## config.mk

```make
export PLATFORM = sky130hd
export DESIGN_NAME = zpu_wb_periph
export DESIGN_NICKNAME = d
export VERILOG_FILES = /design/src/rtl/zpu_periph_pkg.sv /design/src/rtl/zpu_sync_bus.sv /design/src/rtl/zpu_wb_periph.sv
export SDC_FILE = /design/constraint.sdc
export NUM_CORES = 1
export LEC_CHECK = 0
export BUFFER_PORTS_ARGS = -buffer_cell sky130_fd_sc_hd__buf_2
export CAP_MARGIN = 5
export CORE_MARGIN = 2
export CORE_UTILIZATION = 55
export DETAILED_ROUTE_END_ITERATION = 10
export MAX_ROUTING_LAYER = met4
export PLACE_DENSITY = 0.8
export SLEW_MARGIN = 20
export SYNTH_ARGS = -nofsm -noshare
export SYNTH_HDL_FRONTEND = slang
export SYNTH_SLANG_ARGS = --single-unit
```

## constraint.sdc

```tcl
create_clock -name clk -period 3.4 [get_ports clk]
set_clock_uncertainty 0.2 [all_clocks]
set_input_delay 0.17 -clock clk [delete_from_list [all_inputs] [get_ports clk]]
set_output_delay 0.17 -clock clk [all_outputs]
set_load 0.02 [all_outputs]
```

## src/rtl/zpu_periph_pkg.sv

```systemverilog
// -----------------------------------------------------------------------------
// zpu_periph_pkg
// Shared definitions for the ZPU Wishbone peripheral: register offsets
// (word index taken from adr[4:2]), CTRL/STATUS bit positions, the
// TIMER_CMP reset value and a byte-lane merge helper for partial writes.
// -----------------------------------------------------------------------------
package zpu_periph_pkg;

  // Word offsets within the peripheral, decoded from wb_adr[4:2].
  typedef enum logic [2:0] {
    REG_GPIO_OUT  = 3'd0,
    REG_GPIO_DIR  = 3'd1,
    REG_GPIO_IN   = 3'd2,
    REG_TIMER_CNT = 3'd3,
    REG_TIMER_CMP = 3'd4,
    REG_CTRL      = 3'd5,
    REG_STATUS    = 3'd6,
    REG_RESERVED  = 3'd7
  } reg_addr_e;

  // CTRL register layout.
  localparam int CTRL_W           = 3;
  localparam int CTRL_EN_BIT      = 0;  // timer enable
  localparam int CTRL_AUTOCLR_BIT = 1;  // load 0 on match instead of +1
  localparam int CTRL_IRQEN_BIT   = 2;  // route STATUS match flag to irq

  // STATUS register layout (write-one-to-clear).
  localparam int STATUS_MATCH_BIT = 0;

  localparam logic [31:0] TIMER_CMP_RESET = 32'hFFFF_FFFF;

  // Replace the byte lanes of old_val selected by sel with new_val.
  function automatic logic [31:0] byte_merge(input logic [31:0] old_val,
                                             input logic [31:0] new_val,
                                             input logic [3:0]  sel);
    logic [31:0] mask;
    mask = {{8{sel[3]}}, {8{sel[2]}}, {8{sel[1]}}, {8{sel[0]}}};
    return (old_val & ~mask) | (new_val & mask);
  endfunction

endpackage

```

## src/rtl/zpu_sync_bus.sv

```systemverilog
// -----------------------------------------------------------------------------
// zpu_sync_bus
// Multi-flop synchroniser for a bus of independent asynchronous bits.
// Each bit passes through DEPTH flops; no cross-bit coherency is implied.
//
// Ports:
//   clk  - sampling clock (rising edge)
//   rst  - synchronous, active-high; clears every stage
//   i_d  - asynchronous input bits
//   o_q  - synchronised bits (output of the last stage)
// Parameters: WIDTH (bus width), DEPTH (number of stages, 2..3 expected)
// -----------------------------------------------------------------------------
module zpu_sync_bus #(
  parameter int WIDTH = 32,
  parameter int DEPTH = 2
) (
  input  logic             clk,
  input  logic             rst,
  input  logic [WIDTH-1:0] i_d,
  output logic [WIDTH-1:0] o_q
);

  logic [WIDTH-1:0] r_stage [DEPTH];

  // NOTE: these are individual flops, not a RAM, so resetting every stage is
  // cheap and keeps GPIO_IN deterministic straight out of reset.
  always_ff @(posedge clk) begin
    if (rst) begin
      for (int i = 0; i < DEPTH; i++) r_stage[i] <= '0;
    end else begin
      r_stage[0] <= i_d;
      for (int i = 1; i < DEPTH; i++) r_stage[i] <= r_stage[i-1];
    end
  end

  assign o_q = r_stage[DEPTH-1];

endmodule

```

## src/rtl/zpu_wb_periph.sv

```systemverilog
// -----------------------------------------------------------------------------
// zpu_wb_periph
// Wishbone (pipelined mode, never stalls) peripheral with 32 GPIO bits and a
// 32-bit compare timer that raises a level interrupt.
//
// Ports:
//   clk, rst            - clock and synchronous active-high reset
//   wb_adr              - byte address, only [4:2] decoded
//   wb_dat_in/out       - write data / read data (0 unless wb_ack)
//   wb_sel              - byte enables for writes
//   wb_cyc, wb_stb,
//   wb_we               - bus cycle, strobe, write enable
//   wb_ack              - one-cycle ack, one cycle after each accepted strobe
//   wb_stall            - constant 0
//   gpioin              - asynchronous pin inputs
//   gpioout, gpiodir    - pin output levels and drive enables (1 = drive)
//   irq                 - registered timer interrupt (STATUS[0] & CTRL[2])
// Parameters: RESET_DIR (GPIO_DIR reset value), SYNC_STAGES (2..3)
// -----------------------------------------------------------------------------
module zpu_wb_periph
  import zpu_periph_pkg::*;
#(
  parameter logic [31:0] RESET_DIR   = 32'h0,
  parameter int          SYNC_STAGES = 2
) (
  input  logic        clk,
  input  logic        rst,
  input  logic [31:0] wb_adr,
  input  logic [31:0] wb_dat_in,
  output logic [31:0] wb_dat_out,
  input  logic [3:0]  wb_sel,
  input  logic        wb_cyc,
  input  logic        wb_stb,
  input  logic        wb_we,
  output logic        wb_ack,
  output logic        wb_stall,
  input  logic [31:0] gpioin,
  output logic [31:0] gpioout,
  output logic [31:0] gpiodir,
  output logic        irq
);

  // Register state.
  logic [31:0]       r_gpio_out;
  logic [31:0]       r_gpio_dir;
  logic [31:0]       r_cnt;
  logic [31:0]       r_cmp;
  logic [CTRL_W-1:0] r_ctrl;
  logic              r_status;
  logic              r_irq;
  logic              r_ack_pend;  // a strobe was accepted last cycle
  logic [31:0]       r_rdata;     // read data captured at accept

  logic [31:0] w_gpio_in;
  logic        w_accept;
  logic        w_wr;
  reg_addr_e   w_reg;
  logic        w_match;
  logic        w_w1c;
  logic [31:0] w_rdata;
  logic [31:0] w_cnt_next;
  logic        w_unused_bits;

  // Address bits outside [4:2] and read-side byte enables are don't-care.
  assign w_unused_bits = ^{wb_adr[31:5], wb_adr[1:0]};

  zpu_sync_bus #(
    .WIDTH (32),
    .DEPTH (SYNC_STAGES)
  ) u_gpio_sync (
    .clk (clk),
    .rst (rst),
    .i_d (gpioin),
    .o_q (w_gpio_in)
  );

  assign w_accept = wb_cyc & wb_stb & ~rst;
  assign w_wr     = w_accept & wb_we;
  assign w_reg    = reg_addr_e'(wb_adr[4:2]);
  assign w_match  = r_ctrl[CTRL_EN_BIT] & (r_cnt == r_cmp);
  assign w_w1c    = w_wr && (w_reg == REG_STATUS) && wb_sel[0]
                    && wb_dat_in[STATUS_MATCH_BIT];

  // Register read mux, sampled at accept time.
  always_comb begin
    // NOTE: default assignment first, so no path leaves w_rdata unassigned
    // and no latch is inferred.
    w_rdata = '0;
    case (w_reg)
      REG_GPIO_OUT:  w_rdata = r_gpio_out;
      REG_GPIO_DIR:  w_rdata = r_gpio_dir;
      REG_GPIO_IN:   w_rdata = w_gpio_in;
      REG_TIMER_CNT: w_rdata = r_cnt;
      REG_TIMER_CMP: w_rdata = r_cmp;
      REG_CTRL:      w_rdata = {{(32-CTRL_W){1'b0}}, r_ctrl};
      REG_STATUS:    w_rdata = {31'd0, r_status};
      default:       w_rdata = '0;
    endcase
  end

  // Counter priority: bus write, then auto-clear on match, then increment.
  always_comb begin
    w_cnt_next = r_cnt;
    if (w_wr && (w_reg == REG_TIMER_CNT)) begin
      w_cnt_next = byte_merge(r_cnt, wb_dat_in, wb_sel);
    end else if (r_ctrl[CTRL_EN_BIT]) begin
      w_cnt_next = (w_match && r_ctrl[CTRL_AUTOCLR_BIT]) ? '0 : r_cnt + 32'd1;
    end
  end

  // NOTE: all state uses non-blocking assignments so every flop samples
  // pre-edge values regardless of statement order.
  always_ff @(posedge clk) begin
    if (rst) begin
      r_gpio_out <= '0;
      r_gpio_dir <= RESET_DIR;
      r_cnt      <= '0;
      r_cmp      <= TIMER_CMP_RESET;
      r_ctrl     <= '0;
      r_status   <= 1'b0;
      r_irq      <= 1'b0;
      r_ack_pend <= 1'b0;
      r_rdata    <= '0;
    end else begin
      r_ack_pend <= w_accept;
      if (w_accept) r_rdata <= wb_we ? '0 : w_rdata;

      r_cnt <= w_cnt_next;

      if (w_wr) begin
        case (w_reg)
          REG_GPIO_OUT:  r_gpio_out <= byte_merge(r_gpio_out, wb_dat_in, wb_sel);
          REG_GPIO_DIR:  r_gpio_dir <= byte_merge(r_gpio_dir, wb_dat_in, wb_sel);
          REG_TIMER_CMP: r_cmp      <= byte_merge(r_cmp, wb_dat_in, wb_sel);
          REG_CTRL:      if (wb_sel[0]) r_ctrl <= wb_dat_in[CTRL_W-1:0];
          default:       ;
        endcase
      end

      // A match in the same cycle as a W1C keeps the flag set.
      if (w_match)    r_status <= 1'b1;
      else if (w_w1c) r_status <= 1'b0;

      r_irq <= r_status & r_ctrl[CTRL_IRQEN_BIT];
    end
  end

  // NOTE: the ack is gated combinationally by wb_cyc (and rst) so a master
  // that abandons the cycle, or a reset, drops a pending ack immediately.
  assign wb_ack     = r_ack_pend & wb_cyc & ~rst;
  assign wb_dat_out = wb_ack ? r_rdata : '0;
  assign wb_stall   = 1'b0;
  assign gpioout    = r_gpio_out;
  assign gpiodir    = r_gpio_dir;
  assign irq        = r_irq;

endmodule

```

======== Word level (Yosys, flattened, before mapping) ========
Memories as Yosys holds them, arrays and structs flattened.
Cells that the tools add are included.
cells by class
  bitwise operators ....................... 20
  mux-type cells .......................... 13
  reduce and logical (&&, ||, !) cells .... 12
  eq/ne operators ......................... 7
  add/sub/neg operators ................... 1
operators with widths
  cell                                                 count
  two-way mux 32 bit                                   7
  case mux 32 bit (7 select lines)                     1
  bitwise AND 32 bit                                   5
  OR 32 bit                                            4
  adder 32 x 1 -> 32 bit, second input constant        1
  equality test 32 bit                                 1
  inverter 32 bit                                      1
  equality test 3 bit, second input constant           3
  bitwise AND 1 bit                                    7
  equality test 3 x 2 -> 1 bit, second input constant  2
  AND reduction 2 bit                                  3
  logical AND 1 bit                                    5
  two-way mux 1 bit                                    5
  nonzero test 2 bit                                   2
  equality test 3 x 1 -> 1 bit, second input constant  1
  zero test 3 bit                                      1
  AND reduction 3 bit                                  1
  OR 1 bit                                             2
  inverter 1 bit                                       1
word-level totals
  memory bits (writable) .................. 64
  memories kept ........................... 1
  bits in registers ....................... 166
  output and inout port bits .............. 99
  input port bits ......................... 105
memory list
  name                 depth  width  read ports  clocked after memory_dff  wr ports  RTL line            source
  u_gpio_sync.r_stage  2      32     2           0                         2         zpu_sync_bus.sv:23  logic [WIDTH-1:0] r_stage [DEPTH];

======== Logic depth before layout (Yosys ltp) ========
Gate-level depths: netlist of the first run.
  depth after elaboration ................. 8
  depth in mapped cells ................... 9
  depth with buffers taken out ............ 7

======== Cells and area by module ========
Synthesis of the first run repeated with hierarchy kept, for this count alone.
second synthesis, totals
  cells, all modules ...................... 1280
  area total of the unflattened synthesis .. 10815.4 sq um
modules (own cells, without submodules)
  module         cells an instance  sequential area each (sq um)  area an instance (sq um)  instances
  zpu_wb_periph  1113               3323.2                        8657.1                    1
  zpu_sync_bus   167                1281.2                        2158.3                    1

======== Worst setup path before layout of the first run ========
Ideal clock, no wire load.
  path type ............................... register -> register
  start ................................... register with a tool-made name
  end ..................................... register with a tool-made name
  setup slack ............................. 1026 ps
  setup time .............................. 128 ps
  period minus slack after synthesis ...... 2374 ps
  buffers on the path ..................... 1
  stages on the path, launching flop included .. 8
  arrival time ............................ 2046 ps
  required time ........................... 3072 ps
  cells stage by stage .................... dfxtp_1 xnor2_1 o221ai_1 or4_1 or4_4 buf_6 a22oi_1 o21ai_1

==> run summary, run 1 <==
- 7.8% — relative contribution of combinational cells to total power
- 10,400 um^2 — post-synthesis cell area
- 20,000 um^2 — DIE AREA
- 447 nW/um^2 — power per standard cell area
- dfxtp_1 — Most used DFF post-synth
- 20,300 um — half-perimeter wire length of the detailed placement result
- 28.2% — Rel. slew slack
- input port to flop — worst min path class
- 0 — hold violation total from the final report
- 43.7% — share of total power in the clock network
- 2.99 ns — clock period minus worst slack
- 3.20 ns — data arrival time of the critical path
- 55.8% — effective utilization at floorplan
- 0 — number of flops mapped to enable cells by yosys
- 88.0% — crit share post-route
- 0 — Ant. Diodes
- 142 um — horizontal extent of the die
- 0 — total congestion overflow after global routing
- 31,800 um — DRT Wirelength
- 230 — clock sinks
- 0.00137 W — total net switching power
- no — setup repair after global routing missed its margin
- done — clock tree from TritonCTS
- 1,133 — DR iter-0 viols
- 15 — CP Max Fanout
- 0 — # setup viols final
- 24.4% — area overhead of the layout relative to synthesis
- 0 — Yosys warning total
- 49,700 um — wire length of the first global-routing pass
- 173 — Port Buf Inserts
- 201 — maximum number of pins on one net before global-route repair
- 65 — distinct cell type count of the synthesized netlist
- 18,600 um^2 — floorplan core area
- 142 um — Vert. Die Dim
- 11,400 um^2 — standard cell area after detailed placement
- input port to flop — Setup Crit Path Kind
- 9,627 — via count of the first global-routing pass
- 24 — clock buffer count from CTS
- 48.5% — share of total power in sequential cells
- 1 — CTS H-tree depth
- 0 — post-cts gate resize count
- 1,246 — Syn Inst Count
- 1.08 ns — transition time at the pin with the least slew margin
- 23.7% — switching fraction of total power
- 18.7 um — post-detailed-route wirelength per cell
- 6 — iteration count of the initial detailed-routing pass
- 0.52 ns — worst skew pair latency
- 8.35 um^2 — mean instance size in the synthesized netlist
- complete, no violations — status
- 0 — DRC Markers
- 44.3% — share of the yosys chip area belonging to registers
- 6.02 — DR vias/cell
- 0 — ANT nets after route
- 0 ns — summed negative setup slack over all endpoints
- clkbuf_16 — CTS Root Cell
- input port — crit start category
- flop — Critical Path Sink Type
- 12,900 um^2 — cell area after layout
- 0.943 — GP Congestion
- 334 MHz — Max Clk Rate
- 10,200 — via count
- 0.06 ns — clock-pin slew on the worst setup and hold paths
- 50 — number of standard-cell rows in the floorplan
- 0 — Slew Viols, Final
- 5.28 nW — static leakage
- 0.385 mV — Worst IR Drop VDD
- 0 — initial antenna violation count
- 1,352 — Post-Syn Nets
- 16.8% — proportion of layout cells with a drive suffix above 1
- dfxtp_1, nand2_1, buf_2, nand3_1, a21oi_1 — most frequent cells in the layout
- 31.4% — global router's overall resource usage
- 230 — flop and latch count out of synthesis
- 3.61 ns — CP Data Required Time
- 0.00441 W — Pint
- 204 — Boundary Pins
- 3 — Clock Tree Buf Depth
- 0 — Setup Fix Bufs, Post-CTS
- dfxtp_1 — most common library cell in the layout ignoring fill and taps
- 0% — Async SR Flop Fraction
- 0 — number of violations of the max-capacitance limit
- 1,555 — Final #Nets
## worst paths after layout
path	from	to	slack [ns]	cells after the start
setup / recovery	wb_adr[3]	flop	0.41	9
hold reg to reg	u_gpio_sync.r_stage[0][18]	u_gpio_sync.r_stage[0][50]	0.23	1
setup reg to reg	flop	flop	0.66	6
hold / removal	wb_adr[2]	r_status	0.05	3
## critical path, cell delays in order
cell           delay [ns]
dlygate4sd3_1        0.54
buf_2                0.26
or2_0                0.86
nor3_1               0.09
buf_4                0.23
and2_1               0.29
nand2_1              0.12
nand3b_1             0.08
dlygate4sd3_1        0.55
## timing repair
action                     CTS  global route
hold endpoints to repair   192             0
hold buffers                77             0
setup endpoints to repair    0             0
## final cells by class
| cell class | count | area [um^2] |
|---|---|---|
| clock inverter | 5 | 25.0 |
| timing repair buffer | 275 | 1840 |
| sequential | 230 | 4600 |
| tap | 234 | 293 |
| clock buffer | 38 | 724 |
| multi-input combinational | 897 | 5360 |
| fill | 1440 | 5710 |
| inverter | 21 | 78.8 |
## metal layers
layer | GRT usage, % | share of wire [%]
met1 | 40.2 | 42
met2 | 50.7 | 47
met3 | 4.79 | 8.2
met4 | 11.4 | 3.0
met5 | - | 0
## power groups by stage
stage,registers [W],logic [W],clock network (W)
3_5_place_dp,0.00286,0.000371,0
5_1_grt,0.00281,0.000484,0.00266
6_report,0.00280,0.000452,0.00253
4_1_cts,0.00280,0.000440,0.00255
3_3_place_gp,0.00286,0.000364,0
2_1_floorplan,0.00283,0.000253,0
## synth_stat cells, drive strengths merged (2+ instances only)
cell type / number / area [um^2]
dfxtp: 230 / 4600
nand2: 190 / 721
nand3: 90 / 450
a21oi: 83 / 415
clkbuf: 77 / 289
nor2b: 67 / 419
nor2: 65 / 244
o21ai: 54 / 270
mux2i: 39 / 390
a22oi: 36 / 270
and2: 36 / 225
a221o: 34 / 340
nand3b: 32 / 240
buf: 21 / 111
inv: 21 / 78.8
xor2: 21 / 184
o22ai: 15 / 93.8
nor4: 14 / 93.8
a211oi: 12 / 90.1
xnor2: 12 / 105
nand4: 10 / 62.6
and3: 9 / 56.3
nor3: 9 / 50.1
a22o: 6 / 52.6
o2111ai: 6 / 52.6
a31oi: 5 / 31.3
nand2b: 5 / 31.3
o31ai: 5 / 37.5
a221oi: 4 / 35.0
a211o: 3 / 26.3
a21o: 2 / 15.0
a2bb2oi: 2 / 17.5
a32oi: 2 / 17.5
and3b: 2 / 17.5
mux4: 2 / 45.0
nand4b: 2 / 17.5
o221ai: 2 / 17.5
or2: 2 / 12.5
or4: 2 / 18.8
## per-stage QoR
| step | setup WS [ns] | hold slack (ns) | instances | power (W) | util (%) |
|---|---|---|---|---|---|
| 6_report | 0.409 | 0.0533 | 1700 | 0.00578 | 69.4 |
| 2_1_floorplan | 1.03 | 0.0846 | 1246 | 0.00309 | - |
| 3_5_place_dp | 0.639 | 0.182 | 1580 | 0.00323 | 61.2 |
| 5_1_grt | 0.282 | 0.0757 | 1700 | 0.00595 | 69.4 |
| 4_1_cts | 0.480 | 0.0419 | 1700 | 0.00579 | 69.4 |
| 3_3_place_gp | 0.720 | 0.176 | 1580 | 0.00322 | 61.2 |
## cell families (layout without fill, tap and decap cells)
logic type,after synthesis,count (layout),share of synthesized area [%]
adders and majority gates,1,1,0.120
AOI/OAI and AO/OA,280,280,17.9
DFF,230,230,44.3
muxes,42,42,4.30
xor gates and xnor gates,33,33,2.78
buffers and inverters,119,339,4.61
and+or+nand+nor,540,540,26.0
other,1,1,0.0361
Power figures use the tool's default switching activity.
==> run 2: changes to the inputs <==
--- a/config.mk
+++ b/config.mk
@@ -8,11 +8,12 @@
 export BUFFER_PORTS_ARGS = -buffer_cell sky130_fd_sc_hd__buf_2
 export CAP_MARGIN = 5
 export CORE_MARGIN = 2
-export CORE_UTILIZATION = 55
+export CORE_UTILIZATION = 56
 export DETAILED_ROUTE_END_ITERATION = 10
 export MAX_ROUTING_LAYER = met4
-export PLACE_DENSITY = 0.8
+export PLACE_DENSITY_LB_ADDON = 0.2
 export SLEW_MARGIN = 20
 export SYNTH_ARGS = -nofsm -noshare
 export SYNTH_HDL_FRONTEND = slang
+export SYNTH_HIERARCHICAL = 1
 export SYNTH_SLANG_ARGS = --single-unit
==> run summary, run 2 <==
- 230 — flop and latch count out of synthesis, unchanged
- 23.2% — area overhead of the layout relative to synthesis, was 24.4%
- 70.8% — utilization after layout, was 69.4%
- input port — crit start category, unchanged
- dfxtp_1 — most frequently used cell type in the post-synthesis netlist, unchanged
- dfxtp_1 — Most used DFF post-synth, unchanged
- 42.6% — share of the yosys chip area belonging to registers, was 44.3%
- 0 — post-cts gate resize count, unchanged
- 3 — Clock Tree Buf Depth, unchanged
- 0.52 ns — worst skew pair latency, about the same
- dfxtp_1 — most common library cell in the layout ignoring fill and taps, unchanged
- input port to flop — Setup Crit Path Kind, unchanged
- 10,500 — via count, was 10,200
- 1 — CTS H-tree depth, unchanged
- 310 MHz — Max Clk Rate, was 334 MHz
- 0 — number of violations of the max-capacitance limit, unchanged
- dfxtp_1 — cell taking the most area after synthesis, unchanged
- 9,733 — via count of the first global-routing pass, was 9,627
- done — clock tree from TritonCTS, unchanged
- 8.45 um^2 — mean instance size in the synthesized netlist, was 8.35 um^2
- 143 um — horizontal extent of the die, was 142 um
- 0 — Slew Viols, Final, unchanged
- 18,800 um^2 — floorplan core area, was 18,600 um^2
- 50 — number of standard-cell rows in the floorplan, unchanged
- 0 — hold violation total from the final report, unchanged
- complete, no violations — status, unchanged
- flop — Critical Path Sink Type, unchanged
- 64 — distinct cell type count of the synthesized netlist, was 65
- 53,200 um — wire length of the first global-routing pass, was 49,700 um
- 20,400 um^2 — DIE AREA, was 20,000 um^2
- 3.48 ns — data arrival time of the critical path, was 3.20 ns
- 20.2 um — post-detailed-route wirelength per cell, was 18.7 um
- 1,280 — Syn Inst Count, was 1,246
- 1,563 — Final #Nets, was 1,555
- 42.6% — area share of the leading cell type in the synthesized netlist, was 44.3%
- dfxtp_1, nand2_1, buf_2, nand3_1, a21oi_1 — most frequent cells in the layout, unchanged
- 0.998 — GP Congestion, was 0.943
- input port to flop — worst min path class, unchanged
- 204 — Boundary Pins, unchanged
- 0 — initial antenna violation count, unchanged
- 4 — Min-Delay Path Depth, was 3
- 0 — Ant. Diodes, unchanged
- 1,386 — Post-Syn Nets, was 1,352
- 6.04 — DR vias/cell, was 6.02
- 0.06 ns — clock-pin slew on the worst setup and hold paths, about the same
- 5.43 nW — static leakage, was 5.28 nW
- 0% — Async SR Flop Fraction, unchanged
- wb_adr[2] — Hold Path Origin, unchanged
- 0.47 ns — flop2flop setup slack, was 0.66 ns
- 0 — number of flops mapped to enable cells by yosys, unchanged
- 35,100 um — DRT Wirelength, was 31,800 um
- 0 — Setup Fix Bufs, Post-CTS, unchanged
- 963 — DR iter-0 viols, was 1,133
- dfxtp_1, nand2_1, nand3_1, a21oi_1, clkbuf_1 — most instantiated cells after synthesis, unchanged
- 0 — DRC Markers, unchanged
- 473 nW/um^2 — power per standard cell area, was 447 nW/um^2
- 74 — maximum number of pins on one net before global-route repair, was 201
- 3.23 ns — clock period minus worst slack, was 2.99 ns
- 143 um — Vert. Die Dim, was 142 um
- 0 — ANT nets after route, unchanged
- 0.442 mV — Worst IR Drop VDD, was 0.385 mV
- dfxtp_1, nand2_1, nand3_1 — main area contributors after synthesis, unchanged
- 6 — worst r2r path cells, unchanged
- 57.4% — effective utilization at floorplan, was 55.8%
- clkbuf_16 — CTS Root Cell, unchanged
- 5 — iteration count of the initial detailed-routing pass, was 6
- 63 — CP Max Fanout, was 15
- 10,800 um^2 — post-synthesis cell area, was 10,400 um^2
- 21.7% — proportion of layout cells with a drive suffix above 1, was 16.8%
- 95.0% — crit share post-route, was 88.0%
- 173 — Port Buf Inserts, unchanged
- 34.3% — global router's overall resource usage, was 31.4%
- 85 — cts-stage hold buffer count, was 77
- 0 ns — summed negative setup slack over all endpoints, unchanged
- 0 — # setup viols final, unchanged
- 0 — total congestion overflow after global routing, unchanged
- 6 — Yosys warning total, was 0
- r_rdata[0] — terminating pin of the worst hold path, was r_status
- 3.65 ns — CP Data Required Time, was 3.61 ns
- 230 — clock sinks, unchanged
- 23,200 um — half-perimeter wire length of the detailed placement result, was 20,300 um
- no — setup repair after global routing missed its margin, unchanged
- rst — launching instance or port of the critical path, was wb_adr[3]
- 30.6% — Rel. slew slack, was 28.2%
- 25 — clock buffer count from CTS, was 24
- 1.04 ns — transition time at the pin with the least slew margin, was 1.08 ns
[run 2: changes by cell type in the layout (fill, tap and decap cells not counted), sizes merged, moves of 8 or more]
cell | previous run | this run
nand3b | 32 | 2
nand3 | 90 | 113
nand2 | 190 | 175
o211ai | 1 | 15
a21oi | 83 | 96
nor2 | 65 | 54
dlygate4sd3 | 77 | 85
[run 2: kinds of logic after synthesis]
group,after synthesis,synth area share (%)
simple gates,527,25.4
compound gates,284,17.4
flops,230,42.6
buf+inv,163,7.81
mux,46,4.38
xor+xnor,28,2.27
fa+ha+maj,1,0.116
other cells,1,0.0347
[run 2: where the power goes]
part | switching, W | internal, W | total, W
clock | 0.00114 | 0.00197 | 0.00310
sequential | 0.0000283 | 0.00274 | 0.00277
combinational | 0.000242 | 0.000184 | 0.000426
total | 0.00141 | 0.00489 | 0.00630
[run 2: metrics by stage]
stage	hold WS, ns	cell area (um^2)	std cells	total power, W	setup slack [ns]
finish	0.0554	13300	1735	0.00630	0.170
global route	0.0858	13300	1735	0.00647	0.110
CTS	0.0455	13300	1735	0.00630	0.295
detailed placement	0.182	11500	1605	0.00318	0.591
global placement	0.179	11500	1605	0.00317	0.631
floorplan	0.0838	10800	1280	0.00306	0.906
[run 2: worst max path at each step]
stage | to | slack [ns] | cells past startpoint
after floorplan | flop | 0.91 | 8
after global placement | flop | 0.63 | 6
after detailed placement | flop | 0.59 | 6
after CTS | flop | 0.29 | 9
after global routing | flop | 0.11 | 9
final | flop | 0.17 | 9
[run 2: per-layer routing]
| metal | global-route usage, % | part of all wire, % | wire length [um] |
|---|---|---|---|
| met5 | - | 0 | 0 |
| met4 | 17.2 | 5.0 | 1740 |
| met1 | 40.7 | 38 | 13400 |
| met3 | 6.27 | 8.5 | 3000 |
| met2 | 56.1 | 48 | 16900 |
[run 2: worst max-delay path: stages]
cell and delay [ns]:
dlygate4sd3_1 0.55, buf_6 0.25, nand4b_1 0.41, nor3_2 0.28, buf_4 0.37, nand3_1 0.13
dlygate4sd3_1 0.58, a21oi_1 0.13, dlygate4sd3_1 0.58
[run 2: area by class of cell]
type / instances / area [um^2]
Clock buffer: 31 / 688
Clock inverter: 14 / 254
Fill cell: 1483 / 5510
Inverter: 26 / 97.6
Multi-Input combinational cell: 887 / 5400
Sequential cell: 230 / 4600
Tap cell: 260 / 325
Timing Repair Buffer: 287 / 1950
